### src/rtl/dr_pkg.sv
// Dual-rail (NCL) rail encoding, classification helpers and the controller state type,
// shared by the serial-adder controller and its output synchronizer.
package dr_pkg;

    typedef logic [1:0] rail_t;

    // Bit 1 is the true rail, bit 0 the false rail; both high is never legal.
    localparam rail_t DR_NULL = 2'b00;
    localparam rail_t DR_D0   = 2'b01;
    localparam rail_t DR_D1   = 2'b10;
    localparam rail_t DR_ILL  = 2'b11;

    typedef enum logic [1:0] {
        ST_IDLE,
        ST_DATA,
        ST_NULL,
        ST_DONE
    } dr_ctrl_state_t;

    function automatic rail_t dr_enc(input logic b);
        return b ? DR_D1 : DR_D0;
    endfunction

    function automatic logic dr_is_data(input rail_t r);
        return (r == DR_D0) || (r == DR_D1);
    endfunction

    function automatic logic dr_is_null(input rail_t r);
        return r == DR_NULL;
    endfunction

    function automatic logic dr_is_illegal(input rail_t r);
        return r == DR_ILL;
    endfunction

endpackage

### src/rtl/dr_sync.sv
// Multi-flop synchronizer for the asynchronous adder outputs, plus a previous-sample
// register so the controller only acts on a value that has held for two synced samples.
module dr_sync #(
    parameter int W      = 4,
    parameter int STAGES = 2
) (
    input  logic         clk,
    input  logic         rst,
    input  logic [W-1:0] d_i,
    output logic [W-1:0] q_o,
    output logic         stable_o
);

    logic [W-1:0] chain_q [STAGES];
    logic [W-1:0] prev_q;

    // NOTE: this array is a handful of flops, not a RAM, so resetting it costs nothing and
    // guarantees the controller starts out seeing NULL; non-blocking updates make the loop a shift chain.
    always_ff @(posedge clk) begin
        if (rst) begin
            for (int i = 0; i < STAGES; i++) begin
                chain_q[i] <= '0;
            end
            prev_q <= '0;
        end else begin
            chain_q[0] <= d_i;
            for (int i = 1; i < STAGES; i++) begin
                chain_q[i] <= chain_q[i-1];
            end
            prev_q <= chain_q[STAGES-1];
        end
    end

    assign q_o      = chain_q[STAGES-1];
    assign stable_o = (chain_q[STAGES-1] == prev_q);

endmodule

### src/rtl/dr_serial_adder_ctrl.sv
// Bit-serial WIDTH-bit adder controller: feeds one dual-rail NCL full adder a DATA/NULL
// wavefront pair per bit, collects sum bits on completion and returns the word valid/ready.
module dr_serial_adder_ctrl
    import dr_pkg::*;
#(
    parameter int WIDTH       = 8,
    parameter int SYNC_STAGES = 2,
    parameter int TIMEOUT     = 255
) (
    input  logic             clk,
    input  logic             rst,
    input  logic             in_valid,
    output logic             in_ready,
    input  logic [WIDTH-1:0] in_a,
    input  logic [WIDTH-1:0] in_b,
    input  logic             in_c,
    output logic             out_valid,
    input  logic             out_ready,
    output logic [WIDTH-1:0] out_sum,
    output logic             out_c,
    output logic             out_err,
    output logic             fa_en,
    output logic [1:0]       fa_a,
    output logic [1:0]       fa_b,
    output logic [1:0]       fa_c_in,
    input  logic [1:0]       fa_s,
    input  logic [1:0]       fa_c_out
);

    localparam int IDX_W = (WIDTH > 1) ? $clog2(WIDTH) : 1;
    localparam int CNT_W = (TIMEOUT > 1) ? $clog2(TIMEOUT + 1) : 1;
    localparam logic [IDX_W-1:0] LAST_IDX    = IDX_W'(WIDTH - 1);
    localparam logic [CNT_W-1:0] TIMEOUT_CNT = CNT_W'(TIMEOUT);

    dr_ctrl_state_t state_q, state_d;

    logic [WIDTH-1:0] a_q, a_d;
    logic [WIDTH-1:0] b_q, b_d;
    logic [WIDTH-1:0] sum_q, sum_d;
    logic             carry_q, carry_d;
    logic             err_q, err_d;
    logic [IDX_W-1:0] idx_q, idx_d;
    logic [IDX_W-1:0] next_idx;
    logic [CNT_W-1:0] cnt_q, cnt_d;
    rail_t            rail_a_q, rail_a_d;
    rail_t            rail_b_q, rail_b_d;
    rail_t            rail_c_q, rail_c_d;
    logic             fa_en_q;

    logic [3:0] sync_val;
    logic       sync_stable;
    rail_t      s_sync;
    rail_t      c_sync;
    logic       outs_null;
    logic       ph_data_done;
    logic       ph_null_done;
    logic       ph_illegal;
    logic       ph_timeout;
    logic       accept;

    dr_sync #(
        .W      (4),
        .STAGES (SYNC_STAGES)
    ) u_sync (
        .clk      (clk),
        .rst      (rst),
        .d_i      ({fa_c_out, fa_s}),
        .q_o      (sync_val),
        .stable_o (sync_stable)
    );

    assign s_sync = sync_val[1:0];
    assign c_sync = sync_val[3:2];

    assign outs_null    = dr_is_null(s_sync) && dr_is_null(c_sync);
    assign ph_data_done = sync_stable && dr_is_data(s_sync) && dr_is_data(c_sync);
    assign ph_null_done = sync_stable && outs_null;
    assign ph_illegal   = sync_stable && (dr_is_illegal(s_sync) || dr_is_illegal(c_sync));
    assign ph_timeout   = (cnt_q == TIMEOUT_CNT);
    assign accept       = in_valid && in_ready;

    always_ff @(posedge clk) begin
        if (rst) begin
            state_q <= ST_IDLE;
        end else begin
            state_q <= state_d;
        end
    end

    // An illegal code outranks completion, and completion outranks a timeout in the same cycle.
    always_comb begin : next_state
        state_d = state_q;
        unique case (state_q)
            ST_IDLE: begin
                if (accept) state_d = ST_DATA;
            end
            ST_DATA: begin
                if (ph_illegal)        state_d = ST_DONE;
                else if (ph_data_done) state_d = ST_NULL;
                else if (ph_timeout)   state_d = ST_DONE;
            end
            ST_NULL: begin
                if (ph_illegal)        state_d = ST_DONE;
                else if (ph_null_done) state_d = (idx_q == LAST_IDX) ? ST_DONE : ST_DATA;
                else if (ph_timeout)   state_d = ST_DONE;
            end
            ST_DONE: begin
                if (out_ready) state_d = ST_IDLE;
            end
            default: state_d = ST_IDLE;
        endcase
    end

    // NOTE: every variable gets a default before the case so no path leaves it unassigned;
    // a missed assignment in always_comb would otherwise infer a latch.
    always_comb begin : datapath_next
        a_d      = a_q;
        b_d      = b_q;
        sum_d    = sum_q;
        carry_d  = carry_q;
        err_d    = err_q;
        idx_d    = idx_q;
        next_idx = idx_q + 1'b1;
        cnt_d    = cnt_q + 1'b1;
        rail_a_d = DR_NULL;
        rail_b_d = DR_NULL;
        rail_c_d = DR_NULL;
        unique case (state_q)
            ST_IDLE: begin
                cnt_d = '0;
                if (accept) begin
                    a_d      = in_a;
                    b_d      = in_b;
                    carry_d  = in_c;
                    sum_d    = '0;
                    err_d    = 1'b0;
                    idx_d    = '0;
                    rail_a_d = dr_enc(in_a[0]);
                    rail_b_d = dr_enc(in_b[0]);
                    rail_c_d = dr_enc(in_c);
                end
            end
            ST_DATA: begin
                if (ph_illegal) begin
                    err_d = 1'b1;
                end else if (ph_data_done) begin
                    sum_d[idx_q] = s_sync[1];
                    carry_d      = c_sync[1];
                    cnt_d        = '0;
                end else if (ph_timeout) begin
                    err_d = 1'b1;
                end else begin
                    rail_a_d = dr_enc(a_q[idx_q]);
                    rail_b_d = dr_enc(b_q[idx_q]);
                    rail_c_d = dr_enc(carry_q);
                end
            end
            ST_NULL: begin
                if (ph_illegal) begin
                    err_d = 1'b1;
                end else if (ph_null_done) begin
                    cnt_d = '0;
                    if (idx_q != LAST_IDX) begin
                        idx_d    = next_idx;
                        rail_a_d = dr_enc(a_q[next_idx]);
                        rail_b_d = dr_enc(b_q[next_idx]);
                        rail_c_d = dr_enc(carry_q);
                    end
                end else if (ph_timeout) begin
                    err_d = 1'b1;
                end
            end
            ST_DONE: begin
                cnt_d = '0;
                if (out_ready) err_d = 1'b0;
            end
            default: cnt_d = '0;
        endcase
    end

    always_ff @(posedge clk) begin
        if (rst) begin
            a_q      <= '0;
            b_q      <= '0;
            sum_q    <= '0;
            carry_q  <= 1'b0;
            err_q    <= 1'b0;
            idx_q    <= '0;
            cnt_q    <= '0;
            rail_a_q <= DR_NULL;
            rail_b_q <= DR_NULL;
            rail_c_q <= DR_NULL;
            fa_en_q  <= 1'b0;
        end else begin
            a_q      <= a_d;
            b_q      <= b_d;
            sum_q    <= sum_d;
            carry_q  <= carry_d;
            err_q    <= err_d;
            idx_q    <= idx_d;
            cnt_q    <= cnt_d;
            rail_a_q <= rail_a_d;
            rail_b_q <= rail_b_d;
            rail_c_q <= rail_c_d;
            fa_en_q  <= 1'b1;
        end
    end

    // A new operand is only taken once the adder has fully returned to NULL.
    always_comb begin : output_logic
        in_ready  = 1'b0;
        out_valid = 1'b0;
        unique case (state_q)
            ST_IDLE: in_ready  = !rst && fa_en_q && outs_null;
            ST_DONE: out_valid = 1'b1;
            default: ;
        endcase
    end

    assign out_sum = sum_q;
    assign out_c   = carry_q;
    assign out_err = err_q;
    assign fa_en   = fa_en_q;
    assign fa_a    = rail_a_q;
    assign fa_b    = rail_b_q;
    assign fa_c_in = rail_c_q;

endmodule

### config.mk
export PLATFORM = sky130hd
export DESIGN_NAME = dr_serial_adder_ctrl
export DESIGN_NICKNAME = d
export VERILOG_FILES = /design/src/rtl/dr_pkg.sv /design/src/rtl/dr_sync.sv /design/src/rtl/dr_serial_adder_ctrl.sv
export SDC_FILE = /design/constraint.sdc
export NUM_CORES = 1
export LEC_CHECK = 0
export ABC_AREA = 1
export CORE_UTILIZATION = 50
export DETAILED_ROUTE_END_ITERATION = 7
export GPL_TIMING_DRIVEN = 1
export HOLD_SLACK_MARGIN = 0.06
export PLACE_DENSITY = 0.73
export SLEW_MARGIN = 25
export SYNTH_ARGS = -nofsm -noshare
export SYNTH_HDL_FRONTEND = slang
export SYNTH_SLANG_ARGS = --single-unit
### constraint.sdc
create_clock -name clk -period 3.1 [get_ports clk]
set_clock_uncertainty 0.05 [all_clocks]
set_input_delay 0.62 -clock clk [delete_from_list [all_inputs] [get_ports clk]]
set_output_delay 0.62 -clock clk [all_outputs]
set_load 0.02 [all_outputs]
==> out/summary.txt <==
Status = finished clean
Worst Path Required = 2.43 ns
Vias in the first global route = 2505
FF-to-FF End = fa_a[1]
Leading post-synthesis cells by cell area = dfxtp_1, nand2_1, inv_1
Startpoint Class = primary input
Clk_lat worst skew = 0.34 ns
Die Y = 80.7 um
CP delay by family, top = buffers and inverters
Synth async-reset ratio = 0%
Initial antenna violation count = 0
Power Density = 499 nW/um^2
Initial Utilization = 52.0%
Final Cycle Share = 86.2%
Max Cap Viol = 0
Worst setup margin = 0.427 ns
Inserted Diodes = 0
Final hold vios = 0
First-pass iteration count of the detailed router = 4
Hold Path Origin = u_sync.chain_q[0][0]
DRC Markers = 0
Num rows = 28
Max VDD drop = 0.264 mV
Slew headroom = 61.7%
CTS Buf Count = 9
Area of the multi-input gates = 1550 sq um
Cells after Synth = 459
CTS root buf = clkbuf_8
Finished Layout Cells = 580
Crit path max-delay cell type = clkdlybuf4s50_1
Vias post-DR = 2883
Cts-stage hold buffer count = 0
Gr ovfl total = 0
CP bufs+invs = 3
Clk slew on worst S/H paths = 0.06 ns
Synth area leader = dfxtp_1
Post-synth EDFFs = 0
Area share of the leading cell type in the synthesized netlist = 37.5%
Cts repair resizes = 0
Kind of critical path = in2out
Area Growth Syn to Fin = 21.4%
Register area share after synthesis = 37.5%
Synth Register Bits = 58
Hold Path Stages = 2
Max clock buf depth = 2
GRT Util Overall = 22.8%
Vias per inst = 4.97
Core ar. = 5960 sq um
Drt total wl = 6720 um
RSZ-0062 raised after global routing = false
Cell Area, Synth = 3100 sq um
Reg2reg start = u_sync.chain_q[0][5]
First-pass GRT wire length = 11300 um
Most used DFF post-synth = dfxtp_1
Final ANT Viol Nets = 0
Final-report setup violation count = 0
Die Wd = 80.7 um
FF/Latch Area = 1160 sq um
DR WL/cell = 11.6 um
Clock sink total = 58
Yosys warnings = 0
Reg2Reg Depth = 9
Final nets = 537
Die ar. = 6510 sq um
Cell with the most instances after synthesis = nand2_1
Num ports = 44
Largest net degree at the start of global routing = 32
Max Slew Vio Count = 0
FMAX = 0.374 GHz
Unique masters post-synth = 36
Port Buffer Count = 43
Synth Net Count = 495
Starting DRT DRC Count = 172
Slew @ Worst Pin = 0.570 ns
Max Fanout on Critical Path = 2
Post-Route Setup TNS = 0 ns
Hold Path Sink = u_sync.chain_q[0][4]
Hpwl dp = 4740 um
CP most frequent cell = clkdlybuf4s50_1
CP endpoint kind = output pin
Worst path arrival time = 2.00 ns
P_leak = 0.00166 uW
Placed cells = 565
CTS tree = done
Pre-CTS WS = 0.423 ns
Flop2flop setup slack = 0.98 ns
CTS H-tree depth = 3
Critical path's largest stage delay = 0.63 ns
Placer Congestion = 0.862
Post-layout util = 63.2%
Share of post-route cells with drive strength above 1 = 8.32%
Synth Area per Inst = 6.75 sq um
HP Class = reg2reg
Min Tclk post-route = 2.67 ns
Fillers = 596
Commonest cells post-synth = nand2_1, inv_1, dfxtp_1
Setup Buffers After CTS = 0
Crit-path cells = clkdlybuf4s50_1 -> inv_4 -> nand3_1 -> nor2_2 -> clkdlybuf4s50_1
## routing by layer
| layer | track usage [%] | wire [um] | up-vias |
|---|---|---|---|
| li1 | - | - | 1527 |
| met1 | 30.4 | 3250 | 1243 |
| met2 | 34.6 | 2840 | 97 |
| met3 | 4.66 | 458 | 16 |
| met4 | 12.1 | 168 | 0 |
| met5 | 0 | 0 | - |
## cells by family (layout without fill, tap and decap cells)
family	count (synthesis)	in the layout	synth area share, %
XOR/XNOR	2	2	0.566
flip-flops	58	58	37.5
AO/OA/AOI/OAI	78	78	13.6
buffers and inverters	97	143	12.5
adder cells (fa/ha/maj)	11	11	4.44
AND/OR/NAND/NOR	213	213	31.4
## power by group
part | internal (uW) | total (uW) | switching (uW)
clock network | 370 | 661 | 291
logic | 152 | 407 | 254
registers | 783 | 809 | 25.9
## layout make-up
cell class | count | area share, %
tap | 75 | 2.49
inverter | 81 | 8.18
clock buffer | 13 | 4.76
sequential | 58 | 30.9
multi-input combinational | 304 | 41.2
clock inverter | 2 | 0.266
timing repair buffer | 47 | 12.2
## worst register-to-register path, delay by kind of cell (launching register included)
kind	cells	cell delay (ns)
adders and majority gates	1	0.25
buffers and inverters	2	0.16
DFF	1	0.43
and+or+nand+nor	6	1.19
## cells in the final DEF, fill, tap and decap left out, types with 4 or more instances in the layout
master,count
nand3_1,17
dfxtp_1,58
clkbuf_8,13
nand2_1,107
buf_4,4
nor2_1,45
a21oi_1,30
nand4_1,7
nor2_4,6
nor3_1,17
inv_1,76
ha_1,11
clkdlybuf4s50_1,43
o21ai_0,36
## worst max path at each step
stage	startpoint	end	slack, ns	depth (start not counted)
2_1_floorplan	rst	out_sum[0]	1.05	11
3_3_place_gp	rst	in_ready	0.41	5
3_5_place_dp	rst	in_ready	0.42	5
4_1_cts	rst	in_ready	0.42	5
5_1_grt	u_sync.chain_q[0][5]	in_ready	0.36	5
6_report	rst	in_ready	0.43	5
## state kept, by name, indices dropped and copies added, names as in the netlist
name,flops
b_q,8
a_q,8
out_c,1
fa_a,2
u_sync.chain_q,8
state_q,2
idx_q,3
fa_c_in,2
fa_b,2
out_sum,8
u_sync.prev_q,4
cnt_q,8
fa_en,1
out_err,1
## through the flow
step	instance area (sq um)	total power (uW)	hold WS [ns]
6_report	3760	1880	0.354
5_1_grt	3760	1980	0.377
4_1_cts	3760	1890	0.355
3_5_place_dp	3570	1230	0.344
3_3_place_gp	3570	1220	0.339
2_1_floorplan	3100	1110	0.338
Power figures use the tool's default switching activity.
